$ cat src/rtl/conv_scheduler_s2_if.sv
// Handshake bundle between the stage-2 conv scheduler and its MAC engine,
// tensor builder and result writer.
interface conv_scheduler_s2_if #(
  parameter int ACC_W = 35
);
  logic             tensor_ready;
  logic             busy;
  logic [1:0]       filter_used;
  logic [2:0]       win_row;
  logic [2:0]       win_col;
  logic             mac_start;
  logic             mac_done;
  logic [ACC_W-1:0] mac_result;
  logic             out_valid;
  logic             out_ready;
  logic [7:0]       out_addr;
  logic [ACC_W-1:0] out_data;
  logic             frame_done;

  modport master (
    input  tensor_ready,
    input  mac_done,
    input  mac_result,
    input  out_ready,
    output busy,
    output filter_used,
    output win_row,
    output win_col,
    output mac_start,
    output out_valid,
    output out_addr,
    output out_data,
    output frame_done
  );

  modport slave (
    output tensor_ready,
    output mac_done,
    output mac_result,
    output out_ready,
    input  busy,
    input  filter_used,
    input  win_row,
    input  win_col,
    input  mac_start,
    input  out_valid,
    input  out_addr,
    input  out_data,
    input  frame_done
  );
endinterface

$ cat src/rtl/conv_scheduler_s2.sv
// Stage-2 conv sequencer: walks 4 filters x 6x6 windows, fires the MAC
// and streams each result to the writer over valid/ready.
module conv_scheduler_s2 #(
  parameter int N_FILT  = 4,
  parameter int OUT_DIM = 6,
  parameter int ACC_W   = 35
) (
  input  logic clk,
  input  logic reset,
  conv_scheduler_s2_if.master bus
);

  typedef enum logic [2:0] {
    IDLE,
    ISSUE,
    WAIT,
    WRITE,
    DONE
  } state_t;

  localparam logic [1:0] F_LAST = 2'(N_FILT - 1);
  localparam logic [2:0] D_LAST = 3'(OUT_DIM - 1);
  localparam logic [7:0] ROW_SZ = 8'(OUT_DIM);
  localparam logic [7:0] FLT_SZ = 8'(OUT_DIM * OUT_DIM);

  state_t           state;
  logic [1:0]       f;
  logic [2:0]       r;
  logic [2:0]       c;
  logic             busy;
  logic             mac_start;
  logic             out_valid;
  logic             frame_done;
  logic [7:0]       addr;
  logic [ACC_W-1:0] data;
  logic             last;
  logic [7:0]       idx;

  assign last = (f == F_LAST) && (r == D_LAST) && (c == D_LAST);
  assign idx  = 8'(f) * FLT_SZ + 8'(r) * ROW_SZ + 8'(c);

  assign bus.busy        = busy;
  assign bus.filter_used = f;
  assign bus.win_row     = r;
  assign bus.win_col     = c;
  assign bus.mac_start   = mac_start;
  assign bus.out_valid   = out_valid;
  assign bus.out_addr    = addr;
  assign bus.out_data    = data;
  assign bus.frame_done  = frame_done;

  always_ff @(posedge clk or negedge reset) begin
    if (!reset) begin
      state      <= IDLE;
      f          <= '0;
      r          <= '0;
      c          <= '0;
      busy       <= 1'b0;
      mac_start  <= 1'b0;
      out_valid  <= 1'b0;
      frame_done <= 1'b0;
      addr       <= '0;
      data       <= '0;
    end else begin
      mac_start  <= 1'b0;
      frame_done <= 1'b0;
      unique case (state)
        IDLE: begin
          if (bus.tensor_ready) begin
            f         <= '0;
            r         <= '0;
            c         <= '0;
            busy      <= 1'b1;
            mac_start <= 1'b1;
            state     <= ISSUE;
          end
        end
        ISSUE: state <= WAIT;
        WAIT: begin
          if (bus.mac_done) begin
            data      <= bus.mac_result;
            addr      <= idx;
            out_valid <= 1'b1;
            state     <= WRITE;
          end
        end
        WRITE: begin
          if (bus.out_ready) begin
            out_valid <= 1'b0;
            if (last) begin
              frame_done <= 1'b1;
              state      <= DONE;
            end else begin
              // column fastest, then row, then filter
              if (c == D_LAST) begin
                c <= '0;
                if (r == D_LAST) begin
                  r <= '0;
                  f <= f + 2'd1;
                end else begin
                  r <= r + 3'd1;
                end
              end else begin
                c <= c + 3'd1;
              end
              mac_start <= 1'b1;
              state     <= ISSUE;
            end
          end
        end
        DONE: begin
          busy  <= 1'b0;
          state <= IDLE;
        end
        default: state <= IDLE;
      endcase
    end
  end

endmodule

$ cat src/flat_wrapper.sv
// flat-port wrapper written by rule: the top's interface ports become plain ports
module conv_scheduler_s2_flat 
#(
  parameter int N_FILT  = 4,
  parameter int OUT_DIM = 6,
  parameter int ACC_W   = 35
)
  (clk, reset, bus_tensor_ready, bus_mac_done, bus_mac_result, bus_out_ready, bus_busy, bus_filter_used, bus_win_row, bus_win_col, bus_mac_start, bus_out_valid, bus_out_addr, bus_out_data, bus_frame_done);
  conv_scheduler_s2_if #(.ACC_W(ACC_W)) bus_i ();
  input  logic clk;
  input  logic reset;
  input wire logic [$bits(bus_i.tensor_ready)-1:0] bus_tensor_ready;
  input wire logic [$bits(bus_i.mac_done)-1:0] bus_mac_done;
  input wire logic [$bits(bus_i.mac_result)-1:0] bus_mac_result;
  input wire logic [$bits(bus_i.out_ready)-1:0] bus_out_ready;
  output wire logic [$bits(bus_i.busy)-1:0] bus_busy;
  output wire logic [$bits(bus_i.filter_used)-1:0] bus_filter_used;
  output wire logic [$bits(bus_i.win_row)-1:0] bus_win_row;
  output wire logic [$bits(bus_i.win_col)-1:0] bus_win_col;
  output wire logic [$bits(bus_i.mac_start)-1:0] bus_mac_start;
  output wire logic [$bits(bus_i.out_valid)-1:0] bus_out_valid;
  output wire logic [$bits(bus_i.out_addr)-1:0] bus_out_addr;
  output wire logic [$bits(bus_i.out_data)-1:0] bus_out_data;
  output wire logic [$bits(bus_i.frame_done)-1:0] bus_frame_done;
  assign bus_i.tensor_ready = bus_tensor_ready;
  assign bus_i.mac_done = bus_mac_done;
  assign bus_i.mac_result = bus_mac_result;
  assign bus_i.out_ready = bus_out_ready;
  assign bus_busy = bus_i.busy;
  assign bus_filter_used = bus_i.filter_used;
  assign bus_win_row = bus_i.win_row;
  assign bus_win_col = bus_i.win_col;
  assign bus_mac_start = bus_i.mac_start;
  assign bus_out_valid = bus_i.out_valid;
  assign bus_out_addr = bus_i.out_addr;
  assign bus_out_data = bus_i.out_data;
  assign bus_frame_done = bus_i.frame_done;
  conv_scheduler_s2 #(.N_FILT(N_FILT), .OUT_DIM(OUT_DIM), .ACC_W(ACC_W)) u_core (.clk(clk), .reset(reset), .bus(bus_i));
endmodule
$ cat config.mk
export PLATFORM = sky130hd
export DESIGN_NAME = conv_scheduler_s2_flat
export DESIGN_NICKNAME = d
export VERILOG_FILES = /design/src/rtl/conv_scheduler_s2_if.sv /design/src/rtl/conv_scheduler_s2.sv /design/src/flat_wrapper.sv
export SDC_FILE = /design/constraint.sdc
export NUM_CORES = 1
export LEC_CHECK = 0
export ABC_CLOCK_PERIOD_IN_PS = 3500
export CAP_MARGIN = 20
export CORE_MARGIN = 1.5
export CORE_UTILIZATION = 45
export DETAILED_ROUTE_END_ITERATION = 12
export PLACE_DENSITY_LB_ADDON = 0.25
export SYNTH_ARGS = -nofsm -noshare
export SYNTH_HDL_FRONTEND = slang
export SYNTH_SLANG_ARGS = --single-unit
export TNS_END_PERCENT = 10
$ cat constraint.sdc
create_clock -name clk -period 3.5 [get_ports clk]
set_input_delay 0.525 -clock clk [delete_from_list [all_inputs] [get_ports clk]]
set_output_delay 0.525 -clock clk [all_outputs]
set_load 0.05 [all_outputs]
Yosys cells after proc, flatten, opt, wreduce, memory -nomap -nowiden
Index checks and enable logic that the tools add are counted.

cells by class
  reductions and logical operators = 13
  $mul = 2
  eq/ne operators = 13
  add/subtract/negate cells = 5
  multiplexer cells = 33

operator list
  kind                                                                count
  3-bit 2-to-1 mux                                                    12
  3-bit one-hot mux with 2 select lines                               2
  3-bit one-hot mux with 4 select lines                               1
  2-bit 2-to-1 mux                                                    5
  3-bit == test, second input constant                                3
  1-bit 2-to-1 mux                                                    9
  8-bit by 3-bit adder with 8-bit output                              1
  8-bit by 6-bit adder with 8-bit output                              1
  2-bit != test, second input constant                                4
  3-bit by 1-bit adder with 3-bit output, second input constant       2
  3-bit by 2-bit == test with 1-bit output, second input constant     2
  2-bit by 4-bit multiplier with 6-bit output, second input constant  1
  1-bit one-hot mux with 2 select lines                               3
  3-bit AND reduction                                                 2
  6-bit AND reduction                                                 1
  2-bit nonzero test                                                  3
  3-bit by 2-bit multiplier with 5-bit output, second input constant  1
  5-bit AND reduction                                                 1
  2-bit by 1-bit != test with 1-bit output, second input constant     2
  2-bit one-hot mux with 2 select lines                               1
  2-bit AND reduction                                                 2
  4-bit AND reduction                                                 1
  3-bit by 1-bit == test with 1-bit output, second input constant     1
  3-bit logical NOT                                                   1
  3 further kinds                                                     4

storage, ports and cells
  input port bits = 40
  logic and storage cells = 76
  flip-flop bits (word level) = 58
  output and inout port bits = 55

Logic depth before layout (Yosys ltp)
Gate-level depths: netlist of run 1.

  depth in word-level cells = 6
  depth in mapped cells = 11
  gate-level depth less buffers = 11

Worst setup path after synthesis of run 1
No wires, ideal clock.

  path type = reg-to-reg
  from = register u_core.r[1] (netlist: u_core.bus.win_row[1])
  to = register u_core.addr[5] (netlist: u_core.bus.out_addr[5])
  path slack = 654 ps
  period minus slack after synthesis = 2,846 ps
  path buffers = 0
  stages on the path, launching flop included = 9
  data required time = 3,375 ps
  data arrival time = 2,721 ps
  library setup time = 125 ps
  cell sequence = dfrtp_1 -> ha_1 -> fa_1 -> ha_1 -> ha_1 -> a21o_1 -> a21o_1 -> xor2_1 -> mux2_2

on the way
  word-level cells in the longest chain between the ends = 3

ends and longest elaborated chain
  what                                         line                      source
  start: declaration                           conv_scheduler_s2.sv:28   logic [2:0] r;
  start signal: assignment                     conv_scheduler_s2.sv:101  r <= r + 3'd1;
  3-bit by 2-bit multiplier with 5-bit output  conv_scheduler_s2.sv:40   assign idx = 8'(f) * FLT_SZ + 8'(r) * ROW_SZ + 8'(c);
  8-bit by 6-bit adder with 8-bit output       conv_scheduler_s2.sv:40
  8-bit by 3-bit adder with 8-bit output       conv_scheduler_s2.sv:40
  end signal: assignment                       conv_scheduler_s2.sv:82   addr <= idx;
  end: declaration                             conv_scheduler_s2.sv:34   logic [7:0] addr;

Every way passes these cells.
A chain may end at the register's enable or synchronous reset.

Worst setup path after layout of run 1
Same ends and word-level chain as after synthesis.

==> run metrics, run 1 <==
run status=finished clean; # DRC=0; total gr overflow=0; width of the chip=80.2 um; effective utilization at floorplan=0.475; DP Wirelength=roughly 4500 um; final count of pins violating max slew=0; RSZ-0062 raised after global routing=false; min-delay worst type=flop to flop; per-cell routed wire length=14.1 um; part of the cycle the worst path needs=0.768; relative slew slack=0.602; combined flip-flop and latch cell area=1450 um2; Setup Fix Bufs, Post-CTS=0; cell leakage power=1.88 nW; clk root buf=sky130_fd_sc_hd__clkbuf_8; count of port buffers added during placement=94; number of levels in the clock H-tree=3; crit-path max FO=6; vias in the first global route=2150; standard-cell rows=27; DRT iter0 DRCs=71; pin count of the biggest net entering global routing=between 40 and 50; CTS tree=done; number of antenna violations at the first check in global routing=0; insertion delay to the later sink of the worst-skew pair=0.32 ns; Worst Setup Slack post-DPL=0.847 ns; area occupied by multi-input gates=1140 um2; CP Data Required Time=3.71 ns; post-layout worst setup margin=0.812 ns; highest-count cells in the layout ignoring fill and taps=sky130_fd_sc_hd__nand2_1, sky130_fd_sc_hd__clkdlybuf4s50_1, sky130_fd_sc_hd__dfrtp_1; routed vias=around 2200; power density over the cells=approximately 960 nW/um2; netlist area before placement=2680 um2; share of cells above drive strength 1=0.0695; total core area=5640 um2; area growth from synthesis to layout=43.7%; EDFF count, synth=0; number of routed nets with antenna violations=0; Layout Cells excl Fill=446; Period minus WS final=~2.7 ns; Filler Cells Inserted=453; Final setup viols=0; WS Path Type=flop to flop; Post-synth top flop=sky130_fd_sc_hd__dfrtp_1; count of warnings emitted by yosys=0; final-layout setup total negative slack=0 ns; Final nets=423; Post-Syn Instances=around 270; Max IR drop VDD=0.540 mV; Max clock buf depth=2; number of hold-repair buffers added at the cts stage=0; max-capacitance violation count=0; Pre-Repair DR Iteration Count=5; full die area=roughly 6400 um2; clock slew seen by the registers of the worst setup and hold paths=0.06 ns; post-synthesis register bit count=58; maximum clock frequency=372 MHz; dpl cells=428; total detailed-routing wirelength=6280 um; hold violation total from the final report=0; quantity of gates resized following cts=0; number of top-level design ports=95; sequential element share of the synthesized area=0.541; proportion of register bits with asynchronous set or reset after synthesis=1.00; CP endpoint kind=flop; setup skew after layout=0.00452 ns; final hold slack=0.472 ns; startpoint type of the worst setup path=flop; antenna diode instance count=0; Synthesized Nets=328; wire length of the first global-routing pass=10200 um; number of buffers created by CTS=9; synthesized area divided by synthesized cell count=9.79 um2; floorplan die height=80.2 um; Avg Vias per Cell=4.98; gp weighted congestion=0.820; number of clock sinks=58; count of distinct cell types in the synthesized netlist=~40; most frequent standard cell in the layout excluding fill and tap cells=sky130_fd_sc_hd__nand2_1; signal arrival time at the worst endpoint=roughly 2.9 ns; all-layer global routing usage=0.208; transition at the pin with the smallest max-transition slack=0.597 ns
[critical path, cell delays in order (launching register included)]
cell and delay (ns):
sky130_fd_sc_hd__dfrtp_1 0.46, sky130_fd_sc_hd__ha_1 0.26, sky130_fd_sc_hd__fa_1 0.46, sky130_fd_sc_hd__ha_1 0.31, sky130_fd_sc_hd__ha_1 0.30, sky130_fd_sc_hd__a21o_1 0.18, sky130_fd_sc_hd__a21o_1 0.20, sky130_fd_sc_hd__xor2_1 0.15
sky130_fd_sc_hd__mux2_2 0.26
[path summary, 6_finish.rpt]
check | from | endpoint | slack, ns | depth (start not counted)
max in group asynchronous | reset | u_core.bus.out_data[6] | 2.54 | 3
min | u_core.bus.out_data[19] | u_core.bus.out_data[19] | 0.47 | 2
max reg2reg | u_core.bus.win_row[1] | u_core.bus.out_addr[5] | 0.81 | 8
max | u_core.bus.win_row[1] | u_core.bus.out_addr[5] | 0.81 | 8
min reg2reg | u_core.bus.out_data[19] | u_core.bus.out_data[19] | 0.47 | 2
min in group asynchronous | reset | u_core.bus.out_data[33] | 0.54 | 2
[synthesized netlist by cell type (all sizes together), types with 2 or more instances]
cell type | number | area share
a21o | 2 | 0.0056
nor2 | 7 | 0.0098
ha | 11 | 0.051
o21ai | 8 | 0.015
a211oi | 3 | 0.0084
mux2 | 4 | 0.017
a21oi | 2 | 0.0037
buf | 8 | 0.018
dfrtp | 58 | 0.54
nand2 | 123 | 0.17
clkbuf | 7 | 0.0098
nor3 | 2 | 0.0037
a22o | 2 | 0.0065
inv | 6 | 0.0084
xor2 | 4 | 0.013
and3b | 2 | 0.0065
nor2b | 2 | 0.0047
fa | 3 | 0.022
nand3b | 2 | 0.0056
[metrics by stage]
stage | power [W] | cell area (um2) | utilization
final | 0.00370 | 3850 | 0.683
after global routing | 0.00393 | 3850 | 0.683
after CTS | 0.00374 | 3820 | 0.678
after detailed placement | 0.00321 | 3660 | 0.649
after global placement | 0.00315 | 3660 | 0.649
after floorplan | 0.00250 | 2680 | -
[flip-flops by register name, indices dropped and copies added, names as in the netlist]
| register | cells |
|---|---|
| u_core.bus.busy | 1 |
| u_core.bus.filter_used | 2 |
| u_core.bus.frame_done | 1 |
| u_core.bus.mac_start | 1 |
| u_core.bus.out_addr | 8 |
| u_core.bus.out_data | 35 |
| u_core.bus.out_valid | 1 |
| u_core.bus.win_col | 3 |
| u_core.bus.win_row | 3 |
| u_core.state | 3 |
[area by class of cell]
type,count,area share
clock buffer,13,0.0386
clock inverter,3,0.00389
inverter,6,0.00584
multi-input combinational,195,0.295
sequential,58,0.377
tap,72,0.0234
timing repair buffer,99,0.256
[cell families after synthesis]
family | synth area share
xor+xnor | 0.0131
fa+ha+maj | 0.0737
buf+inv | 0.0364
mux | 0.0205
simple gates | 0.237
flops | 0.541
compound gates | 0.0779
[routing by layer]
layer	routed length [um]	vias to the layer above	track usage
met4	127	0	0.0879
met3	322	11	0.0511
met1	2630	1067	0.254
met2	3200	66	0.350
met5	0	-	0
li1	-	1079	-
[power breakdown]
group          internal, W  switching (W)
sequential        0.000930       0.000196
combinational     0.000684        0.00138
clock             0.000273       0.000242
(Power assumes the default switching activity.)
==> run 2: changes to the inputs <==
ABC_CLOCK_PERIOD_IN_PS = 2190   (was 3500)
CORE_UTILIZATION = 40   (was 45)
clock period = 2.19 ns   (was 3.5 ns; I/O delays follow)
==> run 2 against run 1 <==
The run now ends with design-rule violations, negative setup slack left. Global-route usage shrank 2.0 points. Hold slack lost 0.46 ns. Register-to-register slack worse by 1.1 ns. Critical path depth stayed put. Clock power up 80%. Sequential share of layout area is 1.3 points lower. Non-clock buffer count rose by 10. First-iteration DRC count rose by 51%. Setup slack worse by 1.1 ns. Cell count grew 3.4%. Utilization down 6.0 points. Critical path type unchanged. Highest routed layer unchanged.
==> run metrics, run 2 (same netlist as run 1, synthesis figures left out) <==
width of the chip=84.9 um (was 80.2 um); CTS tree=done (unchanged); signal arrival time at the worst endpoint=2.72 ns (was 2.90 ns); routed vias=2235 (was 2223); post-layout worst setup margin=-0.324 ns (was 0.812 ns); number of routed nets with antenna violations=0 (unchanged); clock slew seen by the registers of the worst setup and hold paths=0.06 ns (about the same); Buf+Inv Stages, Crit Path=1 (was 0); number of top-level design ports=95 (unchanged); most frequent standard cell in the layout excluding fill and tap cells=sky130_fd_sc_hd__nand2_1 (unchanged); area occupied by multi-input gates=1170 um2 (was 1140 um2); startpoint type of the worst setup path=flop (unchanged); Period minus WS final=2.51 ns (was 2.69 ns); full die area=7210 um2 (was 6430 um2); standard-cell rows=29 (was 27); number of levels in the clock H-tree=3 (unchanged); DP Wirelength=4520 um (was 4470 um); total core area=6420 um2 (was 5640 um2); cell leakage power=1.94 nW (was 1.88 nW); gp weighted congestion=0.871 (was 0.820); Pre-Repair DR Iteration Count=8 (was 5); number of hold-repair buffers added at the cts stage=0 (unchanged); setup skew after layout=0.00429 ns (was 0.00452 ns); final count of pins violating max slew=0 (unchanged); # DRC=7 (was 0); combined flip-flop and latch cell area=1450 um2 (about the same); cell-by-cell trace of the critical path=buf_4 -> fa_1 -> ha_1 -> ha_1 -> a21o_1 -> a21o_1 -> xor2_1 -> mux2_4 (was ha_1 -> fa_1 -> ha_1 -> ha_1 -> a21o_1 -> a21o_1 -> xor2_1 -> mux2_2); Final nets=433 (was 423); total gr overflow=0 (unchanged); antenna diode instance count=0 (unchanged); biggest cell delay along the critical path=0.47 ns (was 0.46 ns); CP Data Required Time=2.39 ns (was 3.71 ns); relative slew slack=0.590 (was 0.602); insertion delay to the later sink of the worst-skew pair=0.32 ns (about the same); Final setup viols=5 (was 0); Filler Cells Inserted=562 (was 453); max-capacitance violation count=0 (unchanged); power density over the cells=1530 nW/um2 (was 960 nW/um2); crit-path max FO=5 (was 6); WS Path Type=flop to flop (unchanged); transition at the pin with the smallest max-transition slack=0.614 ns (was 0.597 ns); max reg flops=35 (unchanged); maximum clock frequency=398 MHz (was 372 MHz); wire length of the first global-routing pass=10700 um (was 10200 um); total detailed-routing wirelength=6340 um (was 6280 um); Avg Vias per Cell=4.85 (was 4.98); all-layer global routing usage=0.189 (was 0.208); Max IR drop VDD=0.868 mV (was 0.540 mV); DRT iter0 DRCs=107 (was 71); RSZ-0062 raised after global routing=true (was false); family with the most delay on the worst path=adder cells (unchanged); effective utilization at floorplan=0.418 (was 0.475); count of port buffers added during placement=94 (unchanged); Worst Setup Slack post-DPL=-0.362 ns (was 0.847 ns); number of antenna violations at the first check in global routing=0 (unchanged); Util after Layout=0.623 (was 0.683); clk root buf=sky130_fd_sc_hd__clkbuf_8 (unchanged); floorplan die height=84.9 um (was 80.2 um); dpl cells=443 (was 428); Max clock buf depth=2 (unchanged); min-delay worst type=input port to async pin (was flop to flop); pin count of the biggest net entering global routing=48 (unchanged); final hold slack=0.0115 ns (was 0.472 ns); part of the cycle the worst path needs=1.15 (was 0.768); share of cells above drive strength 1=0.117 (was 0.0695); per-cell routed wire length=13.8 um (was 14.1 um); number of buffers created by CTS=9 (unchanged); Layout Cells excl Fill=461 (was 446); number of clock sinks=58 (unchanged); area growth from synthesis to layout=49.3% (was 43.7%); hold violation total from the final report=0 (unchanged); vias in the first global route=2234 (was 2150); highest-delay cell along the critical path=sky130_fd_sc_hd__fa_1 (was sky130_fd_sc_hd__dfrtp_1); highest-count cells in the layout ignoring fill and taps=sky130_fd_sc_hd__nand2_1, sky130_fd_sc_hd__clkdlybuf4s50_1, sky130_fd_sc_hd__dfrtp_1 (unchanged); violations in the final reports=design-rule violations, negative setup slack; CP endpoint kind=flop (unchanged); run status=finished, violations left (was finished clean)
[run 2: worst paths after layout]
path	slack, ns	cells past startpoint	end	from
worst max register to register	-0.32	8	u_core.bus.out_addr[5]	u_core.bus.win_row[1]
min in group clk	0.47	2	u_core.bus.out_data[2]	u_core.bus.out_data[2]
max in group asynchronous	1.45	2	u_core.bus.win_row[0]	reset
worst max-delay path	-0.32	8	u_core.bus.out_addr[5]	u_core.bus.win_row[1]
worst min register to register	0.47	2	u_core.bus.out_data[2]	u_core.bus.out_data[2]
worst min-delay path	0.01	1	u_core.bus.win_col[0]	reset
[run 2: layout make-up]
| type | instances | share of cell area |
|---|---|---|
| clock buffers | 10 | 0.0319 |
| clock inverters | 6 | 0.0144 |
| inverters | 6 | 0.00563 |
| multi-input cells | 195 | 0.293 |
| flip-flops and latches | 58 | 0.363 |
| well taps | 77 | 0.0241 |
| repair buffers | 109 | 0.268 |
[run 2: power by group]
part	switching [W]	internal, W
Sequential	0.000302	0.00149
Clock	0.000411	0.000517
Combinational	0.00223	0.00119
[run 2: metrics by stage]
step           cell area (um2)  TNS (ns)  total power [W]
3_3_place_gp              3780    -0.872          0.00513
6_report                  4000    -0.853          0.00613
2_1_floorplan             2700     -1.36          0.00401
4_1_cts                   3980     -1.07          0.00616
3_5_place_dp              3780     -1.15          0.00519
5_1_grt                   4000     -1.39          0.00652
[run 2: routing by layer]
metal	wire length, um	share of wire	track usage	vias to the layer above
met5	0	0	0	-
met4	141	0.022	0.0894	0
met3	408	0.064	0.0409	12
met2	3090	0.49	0.311	66
met1	2700	0.43	0.238	1059
li1	-	-	-	1098
[run 2: timing repair]
item,in CTS,in global routing
pin swaps,1,1
hold endpoints to repair,0,0
resized for setup,3,4
endpoints found under the setup margin,5,5
setup buffers,1,1
==> run 3: changes to the inputs <==
PLACE_DENSITY = 0.84   (was not set)
PLACE_DENSITY_LB_ADDON = not set   (was 0.25)
==> run 3 against run 2 <==
The flow still finishes with violations (design-rule violations, negative setup slack). Total power increased by 1.9%. Critical path depth unchanged. Die area unchanged. Count of clock-buffer cells in the layout unchanged. Setup slack got worse by 0.012 ns. Hold slack improved by 0.38 ns. Register-to-register slack about the same. Cell count unchanged. Non-clock buffer count unchanged. Highest routed layer unchanged.
==> run metrics, run 3 (same netlist as run 1, synthesis figures left out) <==
run status=finished, violations left (unchanged); violations in the final reports=design-rule violations, negative setup slack (unchanged); share of cells above drive strength 1=0.128 (was 0.117); max-capacitance violation count=0 (unchanged); crit-path max FO=4 (was 5); relative slew slack=0.600 (was 0.590); CP endpoint kind=flop (unchanged); transition at the pin with the smallest max-transition slack=0.599 ns (was 0.614 ns); number of antenna violations at the first check in global routing=0 (unchanged); Avg Vias per Cell=4.84 (was 4.85); setup skew after layout=0.00645 ns (was 0.00429 ns); Final setup viols=5 (unchanged); cell leakage power=1.94 nW (about the same); standard-cell rows=29 (unchanged); number of top-level design ports=95 (unchanged); Design Area, Final=4050 um2 (was 4000 um2); maximum clock frequency=396 MHz (was 398 MHz); effective utilization at floorplan=0.418 (unchanged); routed vias=2229 (was 2235); most frequent standard cell in the layout excluding fill and tap cells=sky130_fd_sc_hd__nand2_1 (unchanged); Post-Place Cell Area=3790 um2 (was 3780 um2); DRT iter0 DRCs=116 (was 107); total gr overflow=0 (unchanged); number of levels in the clock H-tree=3 (unchanged); clock slew seen by the registers of the worst setup and hold paths=0.07 ns (was 0.06 ns); Max clock buf depth=2 (unchanged); total core area=6420 um2 (unchanged); wire length of the first global-routing pass=10800 um (was 10700 um); RSZ-0062 raised after global routing=true (unchanged); CP Data Required Time=2.41 ns (was 2.39 ns); total detailed-routing wirelength=6480 um (was 6340 um); pin count of the biggest net entering global routing=30 (was 48); signal arrival time at the worst endpoint=2.75 ns (was 2.72 ns); hold violation total from the final report=0 (unchanged); startpoint type of the worst setup path=flop (unchanged); number of buffers created by CTS=9 (unchanged); antenna diode instance count=0 (unchanged); Max IR drop VDD=0.876 mV (was 0.868 mV); min-delay worst type=input port to async pin (unchanged); Final nets=433 (unchanged); all-layer global routing usage=0.190 (was 0.189); number of clock sinks=58 (unchanged); WS Path Type=flop to flop (unchanged); highest-count cells in the layout ignoring fill and taps=sky130_fd_sc_hd__nand2_1, sky130_fd_sc_hd__clkdlybuf4s50_1, sky130_fd_sc_hd__dfrtp_1 (unchanged); gp weighted congestion=0.916 (was 0.871); per-cell routed wire length=14.0 um (was 13.8 um); full die area=7210 um2 (unchanged); insertion delay to the later sink of the worst-skew pair=0.34 ns (was 0.32 ns); clk root buf=sky130_fd_sc_hd__clkbuf_8 (unchanged); DP Wirelength=4660 um (was 4520 um); # DRC=7 (unchanged); Worst Setup Slack post-DPL=-0.373 ns (was -0.362 ns); part of the cycle the worst path needs=1.15 (about the same); area growth from synthesis to layout=50.8% (was 49.3%); CTS tree=done (unchanged); max reg flops=35 (unchanged); Period minus WS final=2.53 ns (was 2.51 ns); number of routed nets with antenna violations=0 (unchanged); post-layout worst setup margin=-0.336 ns (was -0.324 ns); width of the chip=84.9 um (unchanged); worst setup slack for register-to-register paths=-0.34 ns (was -0.32 ns); count of port buffers added during placement=94 (unchanged); vias in the first global route=2296 (was 2234); power density over the cells=1540 nW/um2 (was 1530 nW/um2); Pre-Repair DR Iteration Count=8 (unchanged); floorplan die height=84.9 um (unchanged); final count of pins violating max slew=0 (unchanged)
run 3: report_power, final:
group	internal [W]	switching, W
registers	0.00149	0.000306
logic	0.00121	0.00225
clock network	0.000555	0.000444
run 3: path summary, 6_finish.rpt:
check	startpoint	endpoint	cells past startpoint
min reg2reg	u_core.bus.out_data[18]	u_core.bus.out_data[18]	2
min	reset	u_core.bus.win_col[0]	2
min in group clk	u_core.bus.out_data[18]	u_core.bus.out_data[18]	2
max reg2reg	u_core.bus.win_row[1]	u_core.bus.out_addr[5]	8
max	u_core.bus.win_row[1]	u_core.bus.out_addr[5]	8
max in group asynchronous	reset	u_core.bus.out_data[12]	3
run 3: cell type report:
type | count | area (um2)
inverters | 6 | 22.5
clock inverters | 6 | 66.3
flip-flops and latches | 58 | 1450
fillers | 534 | 2380
repair buffers | 109 | 1090
well taps | 77 | 96.3
clock buffers | 10 | 138
multi-input cells | 195 | 1180
run 3: metal layers:
metal | part of all wire | vias up | track usage
li1 | - | 1103 | -
met1 | 0.44 | 1047 | 0.242
met2 | 0.48 | 68 | 0.311
met3 | 0.066 | 11 | 0.0574
met4 | 0.012 | 0 | 0.0626
met5 | 0 | - | 0
run 3: critical path, cell delays in order, from the launching register on:
cell and delay (ns):
sky130_fd_sc_hd__dfrtp_2 0.46, sky130_fd_sc_hd__ha_4 0.18, sky130_fd_sc_hd__fa_1 0.53, sky130_fd_sc_hd__ha_4 0.21
sky130_fd_sc_hd__ha_1 0.27, sky130_fd_sc_hd__a21o_1 0.18, sky130_fd_sc_hd__a21o_1 0.18, sky130_fd_sc_hd__xor2_1 0.14
sky130_fd_sc_hd__mux2_2 0.25
run 3: per-stage QoR:
step | hold WS, ns | utilization | cells | power, W | setup TNS, ns
finish | 0.396 | 0.630 | 461 | 0.00625 | -1.02
global placement | 0.211 | 0.591 | 443 | 0.00512 | -0.885
global route | 0.417 | 0.630 | 461 | 0.00662 | -1.44
floorplan | 0.0329 | - | 274 | 0.00401 | -1.36
detailed placement | 0.218 | 0.591 | 443 | 0.00521 | -1.17
CTS | 0.394 | 0.626 | 461 | 0.00624 | -0.889
run 3: repair_timing:
| item | in CTS | in global routing |
|---|---|---|
| pin swaps | 2 | 3 |
| resized for setup | 4 | 6 |
| hold buffers | 1 | 0 |
| endpoints found under the hold margin | 8 | 0 |
| buffers inserted | 1 | 0 |
| endpoints found under the setup margin | 5 | 5 |
